===== src/rtl/dll_rx_demux_if.sv =====
// Signal bundle of the receive-side DLL demultiplexer: PIPE beats in,
// TLP ready/valid stream out, DLLP pulse out, error pulse out.
interface dll_rx_demux_if #(
    parameter int PIPE_DATA_WIDTH = 256
);
    localparam int LW = PIPE_DATA_WIDTH / 8;

    logic [1:0]         DLCMSM_i;
    logic [7:0][LW-1:0] data_PIPE_i;
    logic               data_PIPE_valid_i;
    logic               data_PIPE_sop_i;
    logic               data_PIPE_eop_i;
    logic               data_PIPE_dllp_i;
    logic [7:0][LW-1:0] data_TLP_o;
    logic               TLP_valid_o;
    logic               TLP_ready_i;
    logic               TLP_last_o;
    logic               TLP_err_o;
    logic [7:0][LW-1:0] data_DLLP_o;
    logic               DLLP_valid_o;
    logic               rx_err_o;

    modport master (
        output DLCMSM_i, data_PIPE_i, data_PIPE_valid_i, data_PIPE_sop_i,
               data_PIPE_eop_i, data_PIPE_dllp_i, TLP_ready_i,
        input  data_TLP_o, TLP_valid_o, TLP_last_o, TLP_err_o,
               data_DLLP_o, DLLP_valid_o, rx_err_o
    );

    modport slave (
        input  DLCMSM_i, data_PIPE_i, data_PIPE_valid_i, data_PIPE_sop_i,
               data_PIPE_eop_i, data_PIPE_dllp_i, TLP_ready_i,
        output data_TLP_o, TLP_valid_o, TLP_last_o, TLP_err_o,
               data_DLLP_o, DLLP_valid_o, rx_err_o
    );
endinterface


===== src/rtl/dll_rx_demux.sv =====
// RX DLL demux: TLP/DLLP split, DLCMSM gating, FWFT TLP FIFO with admission control.
// Optional DLL_RX_STATS_EN adds saturating TLP/DLLP/drop counters.
module dll_rx_demux #(
    parameter int PIPE_DATA_WIDTH = 256,
    parameter int FIFO_DEPTH      = 16,
    parameter int MAX_TLP_BEATS   = 8
) (
    input  logic          sclk,
    input  logic          srst,
    dll_rx_demux_if.slave bus
`ifdef DLL_RX_STATS_EN
   ,output logic [15:0]   stat_tlp_o,
    output logic [15:0]   stat_dllp_o,
    output logic [15:0]   stat_drop_o
`endif
);
    localparam int LW = PIPE_DATA_WIDTH / 8;
    localparam int AW = $clog2(FIFO_DEPTH);
    localparam int CW = $clog2(MAX_TLP_BEATS + 1);

    typedef logic [7:0][LW-1:0] beat_t;
    typedef struct packed {
        beat_t data;
        logic  last;
        logic  err;
    } entry_t;
    typedef enum logic [1:0] { IDLE, TLP_RUN, DROP } state_t;

    state_t        state;
    logic [CW-1:0] beat_cnt;
    entry_t        mem [FIFO_DEPTH];
    logic [AW-1:0] wr_ptr, rd_ptr;
    logic [AW:0]   occ, free;
    entry_t        head, wr_entry;
    logic          wr_en, rd_en, tlp_valid;

    logic active, eop, sop_v, body_v, dllp_sop, tlp_sop, in_run;
    logic admit, run_abort, body_wr, trunc, dllp_take, err_evt;

    assign active    = bus.DLCMSM_i == 2'b11;
    assign eop       = bus.data_PIPE_eop_i;
    assign sop_v     = bus.data_PIPE_valid_i & bus.data_PIPE_sop_i;
    assign body_v    = bus.data_PIPE_valid_i & ~bus.data_PIPE_sop_i;
    assign dllp_sop  = sop_v & bus.data_PIPE_dllp_i;
    assign tlp_sop   = sop_v & ~bus.data_PIPE_dllp_i;
    assign in_run    = state == TLP_RUN;
    assign free      = (AW+1)'(FIFO_DEPTH) - occ;

    // One entry beyond a max-size TLP is reserved so an abort marker always fits.
    assign admit     = tlp_sop & ~in_run & active &
                       (free >= (AW+1)'(MAX_TLP_BEATS + 1));
    assign run_abort = in_run & (sop_v | ~active);
    assign body_wr   = in_run & active & body_v;
    assign trunc     = body_wr & ~eop & (beat_cnt == CW'(MAX_TLP_BEATS - 1));
    assign dllp_take = dllp_sop & eop & (bus.DLCMSM_i != 2'b00);
    assign err_evt   = ((state == IDLE) & body_v) | (dllp_sop & ~eop) |
                       (tlp_sop & active & ~admit) | run_abort | trunc;

    assign wr_en = admit | body_wr | run_abort;

    always_comb begin
        wr_entry.data = bus.data_PIPE_i;
        wr_entry.last = eop | trunc;
        wr_entry.err  = trunc;
        if (run_abort) begin
            wr_entry.data = '0;
            wr_entry.last = 1'b1;
            wr_entry.err  = 1'b1;
        end
    end

    // FWFT FIFO: head is read combinationally, outputs are zero while empty.
    assign rd_en     = tlp_valid & bus.TLP_ready_i;
    assign tlp_valid = occ != '0;
    assign head      = mem[rd_ptr];

    assign bus.TLP_valid_o = tlp_valid;
    assign bus.data_TLP_o  = tlp_valid ? head.data : '0;
    assign bus.TLP_last_o  = tlp_valid & head.last;
    assign bus.TLP_err_o   = tlp_valid & head.err;

    always_ff @(posedge sclk) begin
        if (wr_en) mem[wr_ptr] <= wr_entry;
    end

    always_ff @(posedge sclk or posedge srst) begin
        if (srst) begin
            wr_ptr <= '0;
            rd_ptr <= '0;
            occ    <= '0;
        end else begin
            if (wr_en) wr_ptr <= wr_ptr + 1'b1;
            if (rd_en) rd_ptr <= rd_ptr + 1'b1;
            case ({wr_en, rd_en})
                2'b10:   occ <= occ + 1'b1;
                2'b01:   occ <= occ - 1'b1;
                default: occ <= occ;
            endcase
        end
    end

    a_no_overflow: assert property (@(posedge sclk) disable iff (srst)
        !(wr_en && occ == (AW+1)'(FIFO_DEPTH)));

    always_ff @(posedge sclk or posedge srst) begin
        if (srst) begin
            state            <= IDLE;
            beat_cnt         <= '0;
            bus.DLLP_valid_o <= 1'b0;
            bus.data_DLLP_o  <= '0;
            bus.rx_err_o     <= 1'b0;
        end else begin
            bus.rx_err_o     <= err_evt;
            bus.DLLP_valid_o <= dllp_take;
            if (dllp_take) bus.data_DLLP_o <= bus.data_PIPE_i;
            case (state)
                TLP_RUN: begin
                    if (run_abort) begin
                        // Remaining beats of an aborted packet are swallowed in DROP.
                        beat_cnt <= '0;
                        state    <= (bus.data_PIPE_valid_i & eop) ? IDLE : DROP;
                    end else if (body_v) begin
                        if (eop) begin
                            state    <= IDLE;
                            beat_cnt <= '0;
                        end else if (trunc) begin
                            state    <= DROP;
                            beat_cnt <= '0;
                        end else begin
                            beat_cnt <= beat_cnt + 1'b1;
                        end
                    end
                end
                default: begin
                    if (sop_v) begin
                        if (admit && !eop) begin
                            state    <= TLP_RUN;
                            beat_cnt <= CW'(1);
                        end else begin
                            state <= eop ? IDLE : DROP;
                        end
                    end else if (body_v && eop) begin
                        state <= IDLE;
                    end
                end
            endcase
        end
    end

`ifdef DLL_RX_STATS_EN
    logic       tlp_ok, drop_pkt;
    logic [1:0] drop_inc;

    function automatic logic [15:0] sat_add(input logic [15:0] c, input logic [1:0] inc);
        logic [16:0] s;
        s = {1'b0, c} + {15'd0, inc};
        return s[16] ? 16'hFFFF : s[15:0];
    endfunction

    assign tlp_ok   = wr_en & wr_entry.last & ~wr_entry.err;
    assign drop_pkt = (dllp_sop & ~dllp_take) | (tlp_sop & ~admit);
    assign drop_inc = {1'b0, drop_pkt} + {1'b0, run_abort | trunc};

    always_ff @(posedge sclk or posedge srst) begin
        if (srst) begin
            stat_tlp_o  <= '0;
            stat_dllp_o <= '0;
            stat_drop_o <= '0;
        end else begin
            stat_tlp_o  <= sat_add(stat_tlp_o, {1'b0, tlp_ok});
            stat_dllp_o <= sat_add(stat_dllp_o, {1'b0, dllp_take});
            stat_drop_o <= sat_add(stat_drop_o, drop_inc);
        end
    end
`endif

endmodule

===== src/flat_wrapper.sv =====
// flat-port wrapper written by rule: the top's interface ports become plain ports
module dll_rx_demux_flat 
#(
    parameter int PIPE_DATA_WIDTH = 256,
    parameter int FIFO_DEPTH      = 16,
    parameter int MAX_TLP_BEATS   = 8
)
  (sclk, srst, bus_DLCMSM_i, bus_data_PIPE_i, bus_data_PIPE_valid_i, bus_data_PIPE_sop_i, bus_data_PIPE_eop_i, bus_data_PIPE_dllp_i, bus_TLP_ready_i, bus_data_TLP_o, bus_TLP_valid_o, bus_TLP_last_o, bus_TLP_err_o, bus_data_DLLP_o, bus_DLLP_valid_o, bus_rx_err_o);
  dll_rx_demux_if #(.PIPE_DATA_WIDTH(PIPE_DATA_WIDTH)) bus_i ();
  input  logic sclk;
  input  logic srst;
  input wire logic [$bits(bus_i.DLCMSM_i)-1:0] bus_DLCMSM_i;
  input wire logic [$bits(bus_i.data_PIPE_i)-1:0] bus_data_PIPE_i;
  input wire logic [$bits(bus_i.data_PIPE_valid_i)-1:0] bus_data_PIPE_valid_i;
  input wire logic [$bits(bus_i.data_PIPE_sop_i)-1:0] bus_data_PIPE_sop_i;
  input wire logic [$bits(bus_i.data_PIPE_eop_i)-1:0] bus_data_PIPE_eop_i;
  input wire logic [$bits(bus_i.data_PIPE_dllp_i)-1:0] bus_data_PIPE_dllp_i;
  input wire logic [$bits(bus_i.TLP_ready_i)-1:0] bus_TLP_ready_i;
  output wire logic [$bits(bus_i.data_TLP_o)-1:0] bus_data_TLP_o;
  output wire logic [$bits(bus_i.TLP_valid_o)-1:0] bus_TLP_valid_o;
  output wire logic [$bits(bus_i.TLP_last_o)-1:0] bus_TLP_last_o;
  output wire logic [$bits(bus_i.TLP_err_o)-1:0] bus_TLP_err_o;
  output wire logic [$bits(bus_i.data_DLLP_o)-1:0] bus_data_DLLP_o;
  output wire logic [$bits(bus_i.DLLP_valid_o)-1:0] bus_DLLP_valid_o;
  output wire logic [$bits(bus_i.rx_err_o)-1:0] bus_rx_err_o;
  assign bus_i.DLCMSM_i = bus_DLCMSM_i;
  assign bus_i.data_PIPE_i = bus_data_PIPE_i;
  assign bus_i.data_PIPE_valid_i = bus_data_PIPE_valid_i;
  assign bus_i.data_PIPE_sop_i = bus_data_PIPE_sop_i;
  assign bus_i.data_PIPE_eop_i = bus_data_PIPE_eop_i;
  assign bus_i.data_PIPE_dllp_i = bus_data_PIPE_dllp_i;
  assign bus_i.TLP_ready_i = bus_TLP_ready_i;
  assign bus_data_TLP_o = bus_i.data_TLP_o;
  assign bus_TLP_valid_o = bus_i.TLP_valid_o;
  assign bus_TLP_last_o = bus_i.TLP_last_o;
  assign bus_TLP_err_o = bus_i.TLP_err_o;
  assign bus_data_DLLP_o = bus_i.data_DLLP_o;
  assign bus_DLLP_valid_o = bus_i.DLLP_valid_o;
  assign bus_rx_err_o = bus_i.rx_err_o;
  dll_rx_demux #(.PIPE_DATA_WIDTH(PIPE_DATA_WIDTH), .FIFO_DEPTH(FIFO_DEPTH), .MAX_TLP_BEATS(MAX_TLP_BEATS)) u_core (.sclk(sclk), .srst(srst), .bus(bus_i));
endmodule

===== config.mk =====
export PLATFORM = sky130hd
export DESIGN_NAME = dll_rx_demux_flat
export DESIGN_NICKNAME = d
export VERILOG_FILES = /design/src/rtl/dll_rx_demux_if.sv /design/src/rtl/dll_rx_demux.sv /design/src/flat_wrapper.sv
export SDC_FILE = /design/constraint.sdc
export NUM_CORES = 2
export LEC_CHECK = 0
export CELL_PAD_IN_SITES_DETAIL_PLACEMENT = 2
export CELL_PAD_IN_SITES_GLOBAL_PLACEMENT = 2
export CORE_MARGIN = 4
export CORE_UTILIZATION = 25
export DETAILED_ROUTE_END_ITERATION = 16
export PLACE_DENSITY = 0.48
export SLEW_MARGIN = 15
export SYNTH_ARGS = -nofsm -noshare
export SYNTH_HDL_FRONTEND = slang
export SYNTH_MEMORY_MAX_BITS = 65536
export SYNTH_SLANG_ARGS = --single-unit

===== constraint.sdc =====
create_clock -name sclk -period 39.8 [get_ports sclk]
set_input_delay 3.98 -clock sclk [delete_from_list [all_inputs] [get_ports sclk]]
set_output_delay 3.98 -clock sclk [all_outputs]
set_load 0.02 [all_outputs]

# Word level (Yosys, flattened, before mapping)

Memory sizes are Yosys's and may differ from the RTL's.
Index checks and enable logic that the tools add are counted.

Register bits: 277
Bits in writable memories: 4128
Output and inout bits: 517
Word-level logic and storage cells: 100
Memories kept: 1

Memory list:

| memory     | depth | width | read ports | clocked after memory_dff | write ports | line               | text |
|---|---|---|---|---|---|---|---|
| u_core.mem | 16    | 258   | 1          | 0                        | 1           | dll_rx_demux.sv:31 | `entry_t mem [FIFO_DEPTH];` |

Add/sub/neg operators: 6
Magnitude comparators: 1
Equality and inequality tests: 7
Mux-type cells: 22
Bitwise logic cells: 36
Reductions and logical operators: 12

Operators by type and width:

| kind                                                                  | number |
|---|---|
| 258-bit two-way mux                                                   | 1 |
| 256-bit two-way mux                                                   | 1 |
| 4-bit two-way mux                                                     | 7 |
| 1-bit bitwise AND                                                     | 22 |
| 2-bit two-way mux                                                     | 10 |
| 4-bit by 1-bit adder with 4-bit output, second input constant         | 3 |
| 5-bit one-hot mux with 2 select lines                                 | 1 |
| 1-bit OR                                                              | 8 |
| 2-bit nonzero test                                                    | 4 |
| 1-bit NOT                                                             | 6 |
| 3-bit AND reduction                                                   | 2 |
| 5-bit by 1-bit adder with 5-bit output, second input constant         | 1 |
| 5-bit by 4-bit >= comparator with 1-bit output, second input constant | 1 |
| 5-bit nonzero test                                                    | 1 |
| 5-bit by 1-bit subtractor with 5-bit output, second input constant    | 1 |
| 5-bit subtractor, first input constant                                | 1 |
| 2-bit by 1-bit == test with 1-bit output, second input constant       | 2 |
| 2-bit == test, second input constant                                  | 2 |
| 4-bit by 3-bit == test with 1-bit output, second input constant       | 1 |
| 4-bit != test, second input constant                                  | 1 |
| 3-bit by 2-bit != test with 1-bit output, second input constant       | 1 |
| 3-bit nonzero test                                                    | 1 |
| 1-bit logical AND                                                     | 2 |
| 2-bit zero test                                                       | 1 |
| 2 further kinds                                                       | 3 |

# Logic depth before layout (Yosys ltp)

Depth in word-level cells: 10
Gate-level depth with buffers: 17

# Least setup slack after synthesis

Ideal clock, no wire load.

Path type: input-to-reg
Start point: input port bus_data_PIPE_valid_i
End point: memory u_core.mem[12][0] (netlist name) (enable)
Setup time: 1.246 ns
Data arrival time: 23.584 ns
Required time: 38.554 ns
Path slack: 14.970 ns
Stages on the path: 6
Path buffers: 2
Cells stage by stage: clkbuf_2 nand4_1 a2111o_1 o21a_4 buf_6 nor3b_1

Longest elaborated chain between the ends: 9
Elaborated cells between the ends (all ways): 13
Classes of those cells: mux: 2; bitwise: 11

RTL lines:

| item                                      | line               | text |
|---|---|---|
| start: declaration                        | flat_wrapper.sv:14 | `input wire logic [$bits(bus_i.data_PIPE_valid_i)-1:0] bus_data_PIPE_valid_i;` |
| 1-bit bitwise AND                         | dll_rx_demux.sv:42 | `assign sop_v = bus.data_PIPE_valid_i & bus.data_PIPE_sop_i;` |
| 1-bit bitwise AND                         | dll_rx_demux.sv:45 | `assign tlp_sop = sop_v & ~bus.data_PIPE_dllp_i;` |
| 1-bit bitwise AND (3 in a row)            | dll_rx_demux.sv:50 | `assign admit = tlp_sop & ~in_run & active &` |
| 1-bit OR                                  | dll_rx_demux.sv:59 | `assign wr_en = admit \| body_wr \| run_abort;` |
| 1-bit OR *                                | dll_rx_demux.sv:59 |  |
| 1-bit two-way mux *                       | dll_rx_demux.sv:83 | `if (wr_en) mem[wr_ptr] <= wr_entry;` |
| 1-bit two-way mux (not written as such) * | dll_rx_demux.sv:83 |  |
| end: declaration                          | dll_rx_demux.sv:31 |  |

Mark *: on every way between the ends. The rest lies on a longest branch, timed or not.

# Worst setup path after layout

Start point: register u_core.rd_ptr[0]
End point: output port bus_data_TLP_o[98]

Longest elaborated chain between the ends: 2

RTL lines:

| item                     | line               | text |
|---|---|---|
| start: declaration       | dll_rx_demux.sv:32 | `logic [AW-1:0] wr_ptr, rd_ptr;` |
| start signal: assignment | dll_rx_demux.sv:93 | `if (rd_en) rd_ptr <= rd_ptr + 1'b1;` |
| memory 16 x 258 bit      | --                 |  |
| 256-bit two-way mux      | dll_rx_demux.sv:78 | `assign bus.data_TLP_o = tlp_valid ? head.data : '0;` |
| end: declaration         | flat_wrapper.sv:19 | `output wire logic [$bits(bus_i.data_TLP_o)-1:0] bus_data_TLP_o;` |

No other way between the ends.

==> flow_summary.html <==
<table>
<tr><th>Metric</th><th>Value</th></tr>
<tr><th colspan="2">Critical path</th></tr>
<tr><td>Worst R2R End</td><td>u_core.mem[9][154]</td></tr>
<tr><td>Critical Path Start Type</td><td>flop</td></tr>
<tr><td>Required time worst endpoint</td><td>35,820 ps</td></tr>
<tr><td>Buf+Inv Stages, Crit Path</td><td>7</td></tr>
<tr><td>Maximum fanout count along the critical path</td><td>85</td></tr>
<tr><td>Largest stage delay on the critical path</td><td>1000 ps</td></tr>
<tr><td>Kind of cell adding the most delay to the critical path</td><td>buffers and inverters</td></tr>
<tr><td>Crit path max-delay cell type</td><td>dfrtp_4</td></tr>
<tr><td>CP most frequent cell</td><td>buf_4</td></tr>
<tr><td>Crit path depth</td><td>10</td></tr>
<tr><td>Cell-by-cell trace of the critical path</td><td>buf_12 -&gt; buf_4 -&gt; buf_4 -&gt; buf_4 -&gt; buf_4 -&gt; buf_4 -&gt; mux4_2 -&gt; mux2i_1 -&gt; o22ai_1 -&gt; clkdlybuf4s50_1</td></tr>
<tr><td>Critical path endpoint category</td><td>output pin</td></tr>
<tr><td>Critical path data arrival time</td><td>8880 ps</td></tr>
<tr><td>Slack of the worst reg-to-reg path</td><td>33,230 ps</td></tr>
<tr><td>Critical Setup Path Class</td><td>flop to output pin</td></tr>
<tr><td>Depth of the most critical reg-to-reg path</td><td>13</td></tr>
<tr><td>Worst flop-to-flop path startpoint</td><td>u_core.occ[1]</td></tr>
<tr><th colspan="2">Placed design</th></tr>
<tr><td>Count of buffers from port buffering</td><td>781</td></tr>
<tr><td>Estimated wirelength of the detail-placed design</td><td>276,700 um</td></tr>
<tr><td>Global placement routability congestion</td><td>0.6959</td></tr>
<tr><td>Area of placed instances</td><td>0.1875 sq mm</td></tr>
<tr><td>Post-placement worst setup slack</td><td>27,450 ps</td></tr>
<tr><th colspan="2">Clock tree</th></tr>
<tr><td>Clock-pin slew on the worst setup and hold paths</td><td>50 ps</td></tr>
<tr><td>Number of clock sinks</td><td>4,405</td></tr>
<tr><td>CTS root buf</td><td>clkbuf_16</td></tr>
<tr><td>CTS tree</td><td>built</td></tr>
<tr><td>CTS hold repair buffers</td><td>0</td></tr>
<tr><td>Count of buffers added by post-CTS timing repair for setup</td><td>0</td></tr>
<tr><td>Number of H-tree levels</td><td>6</td></tr>
<tr><td>Num CTS Buffers</td><td>525</td></tr>
<tr><td>Cells resized by post-CTS repair</td><td>0</td></tr>
<tr><td>Worst-Skew Late Latency</td><td>1070 ps</td></tr>
<tr><td>Buffer depth of the longest clock path</td><td>4</td></tr>
<tr><th colspan="2">Hold path</th></tr>
<tr><td>Hold Crit Endpoint</td><td>u_core.bus.data_DLLP_o[61]</td></tr>
<tr><td>Cell depth of the worst hold path</td><td>1</td></tr>
<tr><td>HP Start</td><td>u_core.bus.data_DLLP_o[61]</td></tr>
<tr><td>Type of the tightest min-delay check</td><td>flop to flop</td></tr>
<tr><th colspan="2">Floorplanning</th></tr>
<tr><td>Core region area</td><td>0.6715 sq mm</td></tr>
<tr><td>DIE WIDTH</td><td>828.8 um</td></tr>
<tr><td>Row count</td><td>301</td></tr>
<tr><td>Starting density of the core</td><td>25.08%</td></tr>
<tr><td>Area enclosed by the die boundary</td><td>0.6868 sq mm</td></tr>
<tr><td>Die Ht</td><td>828.8 um</td></tr>
<tr><td>Total I/O pin count</td><td>782</td></tr>
<tr><th colspan="2">Synth</th></tr>
<tr><td>Net Count, Synth</td><td>7,549</td></tr>
<tr><td>Most frequent cells after synthesis</td><td>edfxtp_1 (4,128), mux4_2 (1,032), mux2i_1 (517)</td></tr>
<tr><td>Leading area contributor after synthesis</td><td>edfxtp_1</td></tr>
<tr><td>Number of flops mapped to enable cells by yosys</td><td>4,128</td></tr>
<tr><td>Share of flip-flops with an asynchronous set or reset</td><td>6.288%</td></tr>
<tr><td>Number of cells produced by synthesis</td><td>7,271</td></tr>
<tr><td>Most area-consuming cells after synthesis</td><td>edfxtp_1 (74%), mux4_2 (14%), dfrtp_1 (4.1%), mux2i_1 (3.1%), mux2_2 (1.7%)</td></tr>
<tr><td>Portion of synthesized cell area occupied by the leading cell type</td><td>73.60%</td></tr>
<tr><td>Post-synth design cell area</td><td>0.1684 sq mm</td></tr>
<tr><td>Part of the Yosys area used for sequential elements</td><td>77.72%</td></tr>
<tr><td>Post-synthesis cell type count</td><td>66</td></tr>
<tr><td>Flop and latch count out of synthesis</td><td>4,405</td></tr>
<tr><td>Most used flip-flop cell after synthesis</td><td>edfxtp_1</td></tr>
<tr><td>Average cell area after synthesis</td><td>23.16 sq um</td></tr>
<tr><td>Most common cell in the synthesized netlist</td><td>edfxtp_1</td></tr>
<tr><td>Count of synthesis-stage warnings from yosys</td><td>0</td></tr>
<tr><th colspan="2">GRT</th></tr>
<tr><td>Grt ovf</td><td>0</td></tr>
<tr><td>Pin count of the biggest net entering global routing</td><td>119</td></tr>
<tr><td>Number of global-route vias before repair</td><td>91.65k</td></tr>
<tr><td>Initial antenna violation count</td><td>43</td></tr>
<tr><td>Gr usage total</td><td>14.33%</td></tr>
<tr><td>Wire length of the first global-routing pass</td><td>714,600 um</td></tr>
<tr><th colspan="2">Timing</th></tr>
<tr><td>Max-slew headroom</td><td>19.02%</td></tr>
<tr><td>Share of the clock period used by the worst path</td><td>32.32%</td></tr>
<tr><td>RSZ-0062 raised after global routing</td><td>no</td></tr>
<tr><td>Clock period minus worst slack</td><td>12,860 ps</td></tr>
<tr><td>Final setup vio count</td><td>0</td></tr>
<tr><td>Maximum achievable frequency</td><td>77.74 MHz</td></tr>
<tr><td>Setup tns final</td><td>0 ps</td></tr>
<tr><td>Transition at the pin with the smallest max-transition slack</td><td>1215 ps</td></tr>
<tr><td>Worst Slack Setup Final</td><td>26,940 ps</td></tr>
<tr><td>Clock skew after layout</td><td>65.86 ps</td></tr>
<tr><td>Hold Fails Final Rpt</td><td>0</td></tr>
<tr><td>Number of slew-limit violations in the final report</td><td>0</td></tr>
<tr><th colspan="2">Finish</th></tr>
<tr><td>Number of filler cells placed in the layout</td><td>66.62k</td></tr>
<tr><td>Post-layout net count</td><td>8,649</td></tr>
<tr><td>Area delta synth-&gt;final</td><td>21.06%</td></tr>
<tr><td>Summed area of non-filler cells in the final layout</td><td>0.2039 sq mm</td></tr>
<tr><td>Fraction of final layout cells sized beyond drive strength 1</td><td>25.30%</td></tr>
<tr><th colspan="2">Routing</th></tr>
<tr><td>Iter 0 DRT Violations</td><td>6,455</td></tr>
<tr><td>DRC violations left</td><td>0</td></tr>
<tr><td>Total Routed Length</td><td>506,000 um</td></tr>
<tr><td>Via count normalized by instance count</td><td>4.507</td></tr>
<tr><td>Detailed-routing iteration count for the pre-antenna-repair pass</td><td>5</td></tr>
<tr><td>Routed vias</td><td>79.87k</td></tr>
<tr><td>Remaining antenna violation count</td><td>0</td></tr>
<tr><td>Drt wl/cell</td><td>28.56 um</td></tr>
<tr><th colspan="2">Power</th></tr>
<tr><td>Power density cells</td><td>69.68 mW/mm^2</td></tr>
<tr><td>Highest ir drop seen on vdd</td><td>0.05192 mV</td></tr>
<tr><td>Leakage Power</td><td>64.39 nW</td></tr>
<tr><td>Final Power</td><td>14.21 mW</td></tr>
<tr><th colspan="2">Job</th></tr>
<tr><td>Reported max-cap violation count</td><td>0</td></tr>
<tr><th colspan="2">Run status</th></tr>
<tr><td>Outcome</td><td>finished clean</td></tr>
</table>
==> area by class of cell <==
type	instances	area [sq um]	area share, %
inverters	8	37.54	0.01841
multi-input cells	2445	35670	17.50
well taps	8938	11180	5.485
flip-flops and latches	4405	130900	64.21
diodes	11	27.53	0.01350
clock inverters	246	2495	1.224
repair buffers	986	9669	4.743
clock buffers	680	13880	6.810
==> per-layer routing <==
metal  track usage [%]  up-vias  wire length (um)
met3             2.136      664             20000
met2             24.89     1733            253900
met1             18.56    44559            216500
met4             4.156        2             15630
li1                  -    32907                 -
met5                 0        -                20
==> worst max-delay path by stage <==
stage / startpoint / to / slack, ps
4_1_cts: u_core.rd_ptr[0] / bus_data_TLP_o[98] / 26280
3_3_place_gp: u_core.rd_ptr[0] / bus_data_TLP_o[98] / 27500
5_1_grt: u_core.rd_ptr[0] / bus_data_TLP_o[98] / 25990
6_report: u_core.rd_ptr[0] / bus_data_TLP_o[98] / 26940
3_5_place_dp: u_core.rd_ptr[0] / bus_data_TLP_o[98] / 27450
2_1_floorplan: bus_data_PIPE_valid_i / u_core.mem[12][0] / 14970
==> registers in the layout (all words and copies together), names as in the netlist <==
register and cells:
u_core.beat_cnt 4, u_core.mem 4128, u_core.bus.rx_err_o 1, u_core.state 2
u_core.bus.data_DLLP_o 256, u_core.wr_ptr 4, u_core.bus.DLLP_valid_o 1, u_core.rd_ptr 4
u_core.occ 5
==> layout by cell type (no fill, tap or decap), drive strengths merged, types with 22 or more instances in the layout <==
cell,instances
mux4,1032
and2,257
clkdlybuf4s50,781
mux2,259
inv,33
clkinv,191
mux2i,517
clkbuf,680
edfxtp,4128
buf,205
bufinv,22
dfrtp,277
o22ai,259
==> cells by family after synthesis <==
logic type	Yosys count	synth area share [%]
flops	4405	77.72
mux	1808	18.61
buf+inv	421	1.166
simple gates	319	1.216
compound gates	294	1.137
fa+ha+maj	13	0.09658
xor+xnor	11	0.05721
==> per-stage QoR <==
stage	hold WS, ps	util, %	cells
2_1_floorplan	487.6	-	7271
3_3_place_gp	488.8	27.92	16782
3_5_place_dp	494.8	27.92	16782
4_1_cts	507.5	30.36	17708
5_1_grt	519.7	30.36	17710
6_report	502.4	30.36	17719
==> where the power goes <==
group,switching (mW),internal (mW)
Clock,1.97,2.63
Sequential,0.0845,5.18
Combinational,2.44,1.90
Total,4.50,9.71
Power figures use the tool's default switching activity.
